<file path="config.mk">
export PLATFORM = sky130hd
export DESIGN_NAME = mux4_rr_arbiter
export DESIGN_NICKNAME = d
export VERILOG_FILES = /design/src/rtl/mux4_arb_pkg.sv /design/src/rtl/mux4to1_bus.sv /design/src/rtl/mux4_rr_arbiter.sv
export SDC_FILE = /design/constraint.sdc
export NUM_CORES = 1
export LEC_CHECK = 0
export ABC_AREA = 1
export BUFFER_PORTS_ARGS = -buffer_cell sky130_fd_sc_hd__buf_2
export CORE_MARGIN = 2
export CORE_UTILIZATION = 42
export DETAILED_ROUTE_END_ITERATION = 12
export GPL_TIMING_DRIVEN = 0
export PLACE_DENSITY = 0.83
export SYNTH_ARGS = -nofsm -noshare
export SYNTH_HDL_FRONTEND = slang
export SYNTH_HIERARCHICAL = 1
export SYNTH_SLANG_ARGS = --single-unit
</file>
<file path="constraint.sdc">
create_clock -name clk -period 1.46 [get_ports clk]
set_input_delay 0.073 -clock clk [delete_from_list [all_inputs] [get_ports clk]]
set_output_delay 0.073 -clock clk [all_outputs]
set_load 0.1 [all_outputs]
</file>
<file path="src/rtl/mux4_arb_pkg.sv">
// Shared types and constants for the 4-way round-robin arbitrated mux.
// No logic of its own; the rotating search helper is pure combinational.
// Backpressure is not handled here; see mux4_rr_arbiter.
package mux4_arb_pkg;

    localparam int NUM_REQ = 4;
    localparam int SEL_W   = 2;

    typedef enum logic {
        IDLE = 1'b0,
        BUSY = 1'b1
    } arb_state_t;

    // Rotating priority search starting at ptr; returns ptr itself when nothing
    // is requesting (callers only use the result when some request is set).
    function automatic logic [SEL_W-1:0] rr_pick(
        input logic [NUM_REQ-1:0] req_vec,
        input logic [SEL_W-1:0]   ptr_val
    );
        logic [SEL_W-1:0] idx;
        logic [SEL_W-1:0] result;
        logic             found;
        result = ptr_val;
        found  = 1'b0;
        for (int i = 0; i < NUM_REQ; i++) begin
            idx = ptr_val + SEL_W'(i);
            if (!found && req_vec[idx]) begin
                result = idx;
                found  = 1'b1;
            end
        end
        return result;
    endfunction

endpackage

</file>
<file path="src/rtl/mux4to1_bus.sv">
// 4:1 data bus multiplexer selected by an encoded index.
// Purely combinational, zero latency.
// No flow control; the arbiter qualifies the output with its valid.
import mux4_arb_pkg::*;

module mux4to1_bus #(
    parameter int DW = 8
) (
    input  logic [SEL_W-1:0] sel,
    input  logic [DW-1:0]    in0,
    input  logic [DW-1:0]    in1,
    input  logic [DW-1:0]    in2,
    input  logic [DW-1:0]    in3,
    output logic [DW-1:0]    out
);

    // Route the selected requester bus to the output.
    always_comb begin
        out = in0;
        case (sel)
            2'd0: out = in0;
            2'd1: out = in1;
            2'd2: out = in2;
            2'd3: out = in3;
            default: out = in0;
        endcase
    end

endmodule

</file>
<file path="src/rtl/mux4_rr_arbiter.sv">
// Round-robin arbiter granting one of four requesters a burst onto a shared bus.
// Grant registered one cycle after request; data/valid flow combinationally while BUSY.
// out_ready low stalls the burst indefinitely; one idle cycle always separates grants.
import mux4_arb_pkg::*;

module mux4_rr_arbiter #(
    parameter int DW       = 8,
    parameter int MAX_HOLD = 4    // accepted beats per grant, 1..15
) (
    input  logic               clk,
    input  logic               rst_n,
    input  logic [NUM_REQ-1:0] req,
    input  logic [NUM_REQ-1:0] last,
    input  logic [DW-1:0]      in0,
    input  logic [DW-1:0]      in1,
    input  logic [DW-1:0]      in2,
    input  logic [DW-1:0]      in3,
    input  logic               out_ready,
    output logic               out_valid,
    output logic [DW-1:0]      out_data,
    output logic [NUM_REQ-1:0] grant,
    output logic [SEL_W-1:0]   sel,
    output logic               busy
);

    localparam logic [3:0] HOLD_LIMIT = 4'(MAX_HOLD);

    arb_state_t       state;
    logic [SEL_W-1:0] ptr;
    logic [3:0]       hold_cnt;
    logic [3:0]       hold_next;
    logic [SEL_W-1:0] winner;
    logic             xfer;
    logic             burst_end;

    // Valid follows the granted request only; other requesters are invisible while BUSY.
    assign out_valid = busy & req[sel];
    assign xfer      = out_valid & out_ready;
    assign hold_next = hold_cnt + 4'd1;
    assign winner    = rr_pick(req, ptr);

    // A burst ends on its final beat, on reaching the hold limit, or when the
    // owner withdraws its request. last and the hold limit coinciding is one event.
    assign burst_end = ~req[sel] | (xfer & (last[sel] | (hold_next == HOLD_LIMIT)));

    mux4to1_bus #(.DW(DW)) u_bus (
        .sel (sel),
        .in0 (in0),
        .in1 (in1),
        .in2 (in2),
        .in3 (in3),
        .out (out_data)
    );

    // Arbitration FSM with registered grant, sel and busy.
    always_ff @(posedge clk or negedge rst_n) begin
        if (!rst_n) begin
            state    <= IDLE;
            ptr      <= '0;
            hold_cnt <= '0;
            grant    <= '0;
            sel      <= '0;
            busy     <= 1'b0;
        end else begin
            case (state)
                IDLE: begin
                    if (|req) begin
                        state         <= BUSY;
                        sel           <= winner;
                        grant         <= '0;
                        grant[winner] <= 1'b1;
                        busy          <= 1'b1;
                        hold_cnt      <= '0;
                    end
                end
                BUSY: begin
                    if (burst_end) begin
                        state    <= IDLE;
                        grant    <= '0;
                        busy     <= 1'b0;
                        hold_cnt <= '0;
                        ptr      <= sel + 2'd1;
                    end else if (xfer) begin
                        hold_cnt <= hold_next;
                    end
                end
                default: begin
                    state <= IDLE;
                    grant <= '0;
                    busy  <= 1'b0;
                end
            endcase
        end
    end

endmodule

</file>
# Word level (Yosys, flattened, before mapping)
# Cells that the tools add are included.
# Widths: inputs -> output; s select.
# word_totals
rom_bits,0
elab_cells,79
register_bits,14
output_inout_bits,16
ramBits,0
mem_count,0
latch_bits,0
in_bits,43
# classes
bitwise,7
n_mux,34
n_reduce_logical,13
div_mod_pow,0
addsub,5
magnitude_cmp,7
n_eq_ne,7
multipliers,0
n_shift,0
# op_table
operator,count
$pmux 8 s4,1
$mux 4,5
$lt 2x3->1 const B,6
$pmux 4 s2,2
$mux 1,14
$bmux 1 s2,6
$reduce_and 2->1,4
$mux 2,3
$add 2x1->2 const B,2
$add 2x2->2 const B,2
$add 4x1->4 const B,1
$eq 2x2->1 const B,2
$eq 4x3->1 const B,1
$logic_and 1x1->1,4
$pmux 1 s2,2
$reduce_or 4->1,1
$and 1x1->1,3
$logic_not 1->1,3
$ne 3x1->1 const B,1
$demux 1 s2,1
$eq 2x1->1 const B,1
$ge 2x1->1 const B,1
$logic_not 2->1,1
$ne 2x1->1 const B,1
3 further kinds,5

# Depth between registers and ports, before layout
# Gate-level depths: netlist of the first run.
# depth
depth_word,18
mapped_depth,14
depth_no_buf,13

# By module
# Netlist of the first run, hierarchy kept.
# modules_own_cells
module,seq_area_each_um2,instances,area_each_um2,cells_per_inst
mux4_rr_arbiter,350.3,1,1017.2,153
mux4to1_bus,0.0,1,264.0,47

# Worst setup path after synthesis of the first run
# No wires, ideal clock.
# synth_path
path_kind,register to output
start,reg sel[1]
end,out out_data[1]
arrival_ns,2.305
n_path_buf,1
required_ns,1.387
setup_slack_ns,-0.918
path_stages_with_launch,5
path_cell_list,dfrtp_1 buf_6 inv_2 nand3_1 nand4_1
# synth_between
elab_chain_cells,2
elab_cells_between_ends,5
cone_classes,3 x eq/ne; 1 x mux; 1 x reduce/logical
# synth_lines
element,line,source
start: declaration,mux4_rr_arbiter.sv:22,"output logic [SEL_W-1:0] sel,"
start signal: assignment,mux4_rr_arbiter.sv:69,sel <= winner;
"$eq 2x2->1, or another cell as far along",mux4to1_bus.sv:20,case (sel)
$pmux 8 s4 *,mux4to1_bus.sv:20,
end: declaration,mux4_rr_arbiter.sv:20,"output logic [DW-1:0] out_data,"
# Mark *: on every way between the ends. The rest lies on a longest branch, timed or not.

# Worst setup path in the final report of the first run
# layout_path
start,reg sel[0]
end,out out_valid
# layout_between
elab_chain_cells,3
# layout_lines
element,line,source
$bmux 1 s2,mux4_rr_arbiter.sv:37,assign out_valid = busy & req[sel];
$mux 1 (not written as such),mux4_rr_arbiter.sv:37,
$and 1x1->1,mux4_rr_arbiter.sv:37,
end: declaration,mux4_rr_arbiter.sv:19,"output logic out_valid,"
# No other way between the ends. The select of a mux whose other input is x is not followed.

==> reports/qor.txt, run 1 <==
Pin slew with the least headroom to its limit = 0.484 ns
Leading cell type in the layout, fill and taps excluded = nand2_1
DP Area = 1620 sq um
Post-synthesis cell area = 1280 sq um
Core Region = 2980 sq um
Clock buffer depth = 2
Xor and xnor area share after synthesis = 2.05%
Clk slew on worst S/H paths = 0.08 ns
# IOs = 59
Tcrit/Tclk final = 119%
DIE WIDTH = 59.2 microns
Worst EP arrival = 1.66 ns
Pre-CTS WS = -0.204 ns
Max-slew headroom = 67.6%
Warnings from Yosys = 6
Most frequent cells in the layout = 59 x nand2_1, 49 x buf_2, 33 x nand3_1, 20 x nand2_2, 12 x dfrtp_1
Number of global-route vias before repair = 1371
Setup violations, final = 23
Total grt overflow = 0
Antenna Nets Post-Route = 0
Layout Skew = 0.00416 ns
Async SR Flop Fraction = 100%
Distinct cells, synth = 23
Adder-cell share of the synthesized area = 1.95%
H-tree lvl count = 1
Maximum net fanout on the critical path = 7
Max Cap Viol = 0
Die footprint = 3510 sq um
Syn Nets = 245
Violated checks = setup timing
Synth area leader = dfrtp_1
Pin count of the biggest net entering global routing = 15
Top_reg_cell synth = dfrtp_1
Residual DRC = 0
Vias per inst = 5.27
Final setup margin = -0.277 ns
Post-synthesis mux area share = 0%
Die height = 59.2 microns
Sink Count = 14
Drt total wl = 3.99 mm
Status = finished with violations
Reg2reg path depth = 11
Fillers = 247
Post-synthesis sequential area ratio = 27.3%
Final core occ = 67.8%
Port Buffers = 58
GP Congestion = 0.814
Layout area overhead = 57.5%
Post-synth EDFFs = 0
Inserted Clock Buffers = 3
Crit path kind = reg -> out
Skew-Pair Late Insertion Delay = 0.29 ns
FMAX = 576 MHz
Antenna cells = 0
Synth Area in Compound Gates = 4.30%
Initial core utilization = 43.0%
Vias = 1624
DRT Pass-1 Iters = 4
Final non-filler cell area = 2020 sq um
Core Rows = 20
Hold Vio Cnt, Final = 0
Min-Delay Path Class = in -> async
Synth Area per Inst = 6.41 sq um
Top post-synthesis cells by area = dfrtp_1 27%, nand2_1 23%, nand3_1 14%, buf_6 5.3%, nand4_1 4.4%
GRT Resource Usage Total = 21.3%
RSZ-0062 raised after global routing = true
Final nets = 322
Min Tclk post-route = 1.74 ns
Simple-gate share of the synthesized area = 53.0%
Setup TNS Final = -4.12 ns
Fin. max-slew vios = 0
Post-Syn Instances = 200
CP Launch Type = register
Routed len/inst = 12.9 microns
Root buffer cell = clkbuf_4
Post-synth top area share = 27.3%
Worst Path Required = 1.39 ns
Synthesis-stage register bit count = 14
CTS tree = yes
Crit. End Element = output pin
Dpl hpwl = 2.50 mm
Share of cells above drive strength 1 = 47.6%
DRT iter0 DRCs = 54
Largest family of logic cells by synthesized area = simple AND/OR/NAND/NOR gates
Initial antenna violation count = 0
First-pass GRT wire length = 5.68 mm
[synth_stat cells, types with 3 or more instances]
| master | n |
|---|---|
| nand2_2 | 7 |
| nand2_1 | 78 |
| dfrtp_1 | 14 |
| o21ai_0 | 6 |
| nand4_1 | 9 |
| o21ai_1 | 3 |
| nor2_1 | 5 |
| inv_2 | 5 |
| nand3_1 | 37 |
| nand3_2 | 4 |
| inv_1 | 11 |
| buf_6 | 6 |
[routing by layer]
layer	global-route usage (%)	part of all wire, %
met4	9.74	1.5
met5	0	0
met1	22.9	39
met3	3.71	8.3
met2	39.7	51
[path summary, 6_finish.rpt]
check	from	slack, ns	endpoint
setup / recovery	sel[0]	-0.28	out_valid
hold / removal	rst_n	0.20	hold_cnt[1]
setup reg to reg	sel[0]	-0.20	grant[3]
hold reg to reg	grant[2]	0.48	grant[2]
max in group asynchronous	rst_n	0.98	sel[1]
min in group clk	out_ready	0.29	hold_cnt[3]
[kinds of logic after synthesis]
kind of cell | Yosys count
flip-flops | 14
AND/OR/NAND/NOR | 145
buffers and inverters | 25
AO/OA/AOI/OAI | 11
XOR/XNOR | 3
adder cells (fa/ha/maj) | 2
[worst max-delay path, cell delays in order (launching register included)]
cell and delay, ns:
dfrtp_4 0.49, buf_6 0.14, or2_1 0.23, nand3_2 0.10
nand2_4 0.07, nand2_4 0.08, clkinvlp_4 0.10, buf_12 0.17
[state kept, by name, summed over array words and instances (netlist names)]
signal,count
busy,1
grant,4
hold_cnt,4
ptr,2
sel,2
state,1
[stage by stage]
stage / hold WS [ns] / std cells
2_1_floorplan: -0.223 / 200
3_3_place_gp: -0.0220 / 291
3_5_place_dp: -0.0154 / 291
4_1_cts: 0.208 / 304
5_1_grt: 0.226 / 308
6_report: 0.203 / 308
[timing repair]
action	in CTS	in global routing
resized for setup	40	39
endpoints found under the setup margin	23	23
setup buffers	9	6
pin swaps	23	17
hold buffers	1	0
endpoints found under the hold margin	14	0
[cell type report]
type                            count  area (sq um)  share of cell area, %
Inverter                           18          78.8                   3.91
Sequential cell                    14           358                   17.7
Multi-Input combinational cell    161           920                   45.6
Buffer                              6          71.3                   3.53
Tap cell                           33          41.3                   2.05
Timing Repair Buffer               73           527                   26.1
Clock buffer                        3          22.5                   1.12
Power of run 1 is not shown: default switching activity piles up to over one toggle a cycle in this logic, so the estimate is an artifact.
==> run 2, diff against run 1 <==
--- a/config.mk
+++ b/config.mk
@@ -11,6 +11,7 @@
 export CORE_UTILIZATION = 42
 export DETAILED_ROUTE_END_ITERATION = 12
 export GPL_TIMING_DRIVEN = 0
+export MAX_ROUTING_LAYER = met4
 export PLACE_DENSITY = 0.83
 export SYNTH_ARGS = -nofsm -noshare
 export SYNTH_HDL_FRONTEND = slang
==> run 2 against run 1 <==
The flow still finishes with violations (setup timing); clock skew about the same; routed wire length about the same; via count grew 0.55%; cell count did not move; critical path depth stayed put; non-clock buffer count did not move; first-iteration DRC count did not move; register-to-register slack hardly changed; setup slack worse by 0.0017 ns; core utilization did not move; worst hold slack lost 0.0021 ns.
==> reports/qor.txt, run 2 (synthesized netlist as in run 1, its figures left out) <==
Initial antenna violation count = 0
Drt total wl = 3.98 mm
CTS tree = yes
Maximum net fanout on the critical path = 7
Clk slew on worst S/H paths = 0.08 ns
Final nets = 322
CP Launch Type = register
Vias = 1633
Worst Path Required = 1.39 ns
Clock buffer depth = 2
RSZ-0062 raised after global routing = true
First-pass GRT wire length = 5.66 mm
Min-Delay Path Class = in -> async
Pin count of the biggest net entering global routing = 15
Vias per inst = 5.30
Setup violations, final = 23
Port Buffers = 58
Hold Vio Cnt, Final = 0
Tcrit/Tclk final = 119%
Sink Count = 14
H-tree lvl count = 1
DIE WIDTH = 59.2 microns
Violated checks = setup timing
Fillers = 247
Crit. End Element = output pin
Worst hold slack = 0.201 ns
Leading cell type in the layout, fill and taps excluded = nand2_1
Layout area overhead = 57.5%
Final setup margin = -0.279 ns
Share of cells above drive strength 1 = 47.6%
Crit path kind = reg -> out
Die footprint = 3510 sq um
Root buffer cell = clkbuf_4
Most frequent cells in the layout = 59 x nand2_1, 49 x buf_2, 33 x nand3_1, 20 x nand2_2, 12 x dfrtp_1
Inserted Clock Buffers = 3
Dpl hpwl = 2.50 mm
Final non-filler cell area = 2020 sq um
Skew-Pair Late Insertion Delay = 0.29 ns
GRT Resource Usage Total = 21.9%
DP Area = 1620 sq um
Min Tclk post-route = 1.74 ns
DRT iter0 DRCs = 54
Antenna Nets Post-Route = 0
Status = finished with violations
Residual DRC = 0
Die height = 59.2 microns
Routed len/inst = 12.9 microns
Final core occ = 67.8%
Number of global-route vias before repair = 1371
Initial core utilization = 43.0%
Layout Skew = 0.00415 ns
DRT Pass-1 Iters = 4
GP Congestion = 0.826
Setup TNS Final = -4.14 ns
Biggest regs = grant: 4 flops, hold_cnt: 4 flops
# IOs = 59
Total grt overflow = 0
Antenna cells = 0
Fin. max-slew vios = 0
Core Region = 2980 sq um
Pin slew with the least headroom to its limit = 0.482 ns
FMAX = 575 MHz
Worst EP arrival = 1.67 ns
Max-slew headroom = 67.8%
Core Rows = 20
Max Cap Viol = 0
==> run 2: cell counts in the layout (fill, tap and decap cells not counted) <==
No cell type changed its count.
==> run 2: final timing paths <==
kind / from / end / slack (ns) / cells past startpoint
max reg2reg: sel[0] / grant[3] / -0.20 / 11
min in group clk: out_ready / hold_cnt[3] / 0.29 / 6
min: rst_n / hold_cnt[1] / 0.20 / 2
max in group asynchronous: rst_n / sel[1] / 0.99 / 2
min reg2reg: grant[2] / grant[2] / 0.48 / 2
max: sel[0] / out_valid / -0.28 / 7
==> run 2: timing repair <==
| item | CTS | global route |
|---|---|---|
| pin swaps | 23 | 17 |
| setup buffers | 9 | 6 |
| endpoints found under the setup margin | 23 | 23 |
| hold buffers | 1 | 0 |
| gates resized for setup | 40 | 39 |
| hold endpoints to repair | 14 | 0 |
==> run 2: metal layers <==
metal / vias to the layer above / track usage [%] / routed length [microns]
li1: 806 / - / -
met1: 740 / 22.8 / 1560
met2: 80 / 39.7 / 2040
met3: 7 / 3.71 / 325
met4: 0 / 9.74 / 56
met5: - / - / 0
==> run 2: through the flow <==
| stage | cells | setup slack (ns) |
|---|---|---|
| 5_1_grt | 308 | -0.344 |
| 4_1_cts | 304 | -0.250 |
| 6_report | 308 | -0.279 |
| 2_1_floorplan | 200 | -0.545 |
| 3_5_place_dp | 291 | -0.204 |
| 3_3_place_gp | 291 | -0.179 |
==> run 2: critical path, cell delays in order (launching register included) <==
cell	delay, ns
dfrtp_4	0.49
buf_6	0.14
or2_1	0.23
nand3_2	0.10
nand2_4	0.07
nand2_4	0.08
clkinvlp_4	0.10
buf_12	0.17
==> run 2: layout make-up <==
| cell class | instances | area [sq um] | area share [%] |
|---|---|---|---|
| buffer | 6 | 71.3 | 3.53 |
| clock buffer | 3 | 22.5 | 1.12 |
| inverter | 18 | 78.8 | 3.91 |
| multi-input combinational | 161 | 920 | 45.6 |
| sequential | 14 | 358 | 17.7 |
| tap | 33 | 41.3 | 2.05 |
| timing repair buffer | 73 | 527 | 26.1 |
Power of run 2 is left out for the same reason.
==> run 3, diff against run 2 <==
--- a/config.mk
+++ b/config.mk
@@ -8,11 +8,11 @@
 export ABC_AREA = 1
 export BUFFER_PORTS_ARGS = -buffer_cell sky130_fd_sc_hd__buf_2
 export CORE_MARGIN = 2
-export CORE_UTILIZATION = 42
+export CORE_UTILIZATION = 29
 export DETAILED_ROUTE_END_ITERATION = 12
 export GPL_TIMING_DRIVEN = 0
 export MAX_ROUTING_LAYER = met4
-export PLACE_DENSITY = 0.83
+export PLACE_DENSITY = 0.63
 export SYNTH_ARGS = -nofsm -noshare
 export SYNTH_HDL_FRONTEND = slang
 export SYNTH_HIERARCHICAL = 1
==> run 3 against run 2 <==
The flow still finishes with violations (setup timing); sequential share of layout area rose by 0.11 points; cell count increased by 4.5%; core utilization decreased by 21 points; routed wire length is 6.4% lower; register-to-register slack better by 0.02 ns; non-clock buffer count is 6 lower; highest routed layer is now met3.
==> reports/qor.txt, run 3 (synthesized netlist as in run 1, its figures left out) <==
Maximum net fanout on the critical path = 5
DIE WIDTH = 70.5 microns
Fillers = 441
Dpl hpwl = 2.74 mm
Max-slew headroom = 64.7%
Pin slew with the least headroom to its limit = 0.528 ns
Initial antenna violation count = 0
Violated checks = setup timing
GRT Resource Usage Total = 14.6%
GP Congestion = 0.745
Vias = 1537
Core Region = 4290 sq um
Clock buffer depth = 2
Port Buffers = 58
Drt total wl = 3.73 mm
Min-Delay Path Class = in -> async
CP dominant cell by count = nand2_4
H-tree lvl count = 1
Die height = 70.5 microns
Most frequent cells in the layout = 68 x nand2_1, 50 x buf_2, 33 x nand3_1, 13 x nand2_2, 12 x dfrtp_1
Crit-path cells = buf_6 > or2_1 > nand3_2 > nand2_4 > nand2_4 > clkinvlp_4 > buf_12
Final setup margin = -0.211 ns
Critical path origin = sel[0]
Pin count of the biggest net entering global routing = 15
Worst reg2reg startpoint = sel[0]
Biggest regs = grant: 4 flops, hold_cnt: 4 flops
Layout area overhead = 56.5%
Antenna cells = 0
Antenna Nets Post-Route = 0
Max Cap Viol = 0
Skew-Pair Late Insertion Delay = 0.24 ns
Status = finished with violations
Number of global-route vias before repair = 1403
Residual DRC = 0
Leading cell type in the layout, fill and taps excluded = nand2_1
First-pass GRT wire length = 6.01 mm
Reg2reg setup slack = -0.18 ns
Fin. max-slew vios = 0
RSZ-0062 raised after global routing = true
Initial core utilization = 29.8%
CTS tree = yes
Crit. End Element = output pin
Worst EP arrival = 1.60 ns
Crit path kind = reg -> out
Die footprint = 4970 sq um
Min Tclk post-route = 1.67 ns
Hold Vio Cnt, Final = 0
Layout Skew = 0.00283 ns
Tcrit/Tclk final = 114%
Vias per inst = 4.77
Max stage delay on crit path = 0.50 ns
Setup violations, final = 22
DRT Pass-1 Iters = 4
Sink Count = 14
Worst Path Required = 1.39 ns
DRT iter0 DRCs = 67
Clk slew on worst S/H paths = 0.06 ns
FMAX = 598 MHz
Core Rows = 24
Inserted Clock Buffers = 3
Reg-to-reg endpoint = hold_cnt[3]
Reg2reg path depth = 11
Total grt overflow = 0
Final nets = 316
CP Launch Type = register
Share of cells above drive strength 1 = 43.7%
Final core occ = 46.7%
Routed len/inst = 11.6 microns
Root buffer cell = clkbuf_8
# IOs = 59
CP max-delay cell = dfrtp_4
[run 3: cell count changes in the layout (fill, tap and decap cells not counted), moves of 2 or more]
cell      change
nand2_1       +9
o21ai_2       +2
clkbuf_8      +4
clkbuf_4      -3
buf_6         -2
o21ai_1       -2
nand2_2       -7
nand2_4       -2
buf_4         -6
[run 3: metrics by stage]
stage / hold WS, ns / cells / area (sq um) / TNS [ns] / setup WS [ns]
finish: 0.250 / 322 / 2010 / -3.08 / -0.211
global route: 0.303 / 322 / 2010 / -4.81 / -0.273
CTS: 0.261 / 321 / 1900 / -3.22 / -0.208
detailed placement: -0.0143 / 310 / 1650 / -3.14 / -0.230
global placement: -0.0136 / 310 / 1650 / -2.85 / -0.209
floorplan: -0.223 / 200 / 1290 / -8.04 / -0.545
[run 3: final cells by class]
type / instances / area (sq um) / share of cell area, %
buffer: 6 / 67.6 / 3.37
clock buffer: 4 / 55.1 / 2.74
tap: 52 / 65.1 / 3.24
sequential: 14 / 358 / 17.8
timing repair buffer: 67 / 483 / 24.1
multi-input combinational: 161 / 903 / 45.0
inverter: 18 / 73.8 / 3.68
[run 3: worst max path at each step]
stage / endpoint / slack [ns]
floorplan: out_data[0] / -0.54
global placement: hold_cnt[3] / -0.21
detailed placement: grant[3] / -0.23
CTS: out_valid / -0.21
global route: hold_cnt[0] / -0.27
finish: out_valid / -0.21
[run 3: worst max-delay path: cells and delay by family (launching register included)]
kind / cells / cell delay (ns)
DFF: 1 / 0.50
buffers and inverters: 3 / 0.41
and+or+nand+nor: 4 / 0.44
[run 3: repair_timing]
action,CTS,global route
pin swaps,15,8
endpoints found under the setup margin,23,23
gates cloned,1,0
buffers inserted,5,2
resized for setup,37,26
endpoints found under the hold margin,14,0
hold buffers,1,0
[run 3: layer usage]
metal,vias up,share of wire [%],track usage (%)
li1,798,-,-
met1,707,44,18.6
met2,32,51,24.8
met3,0,4.8,2.16
met4,0,0,2.56
met5,-,0,-
Power of run 3 is left out for the same reason.
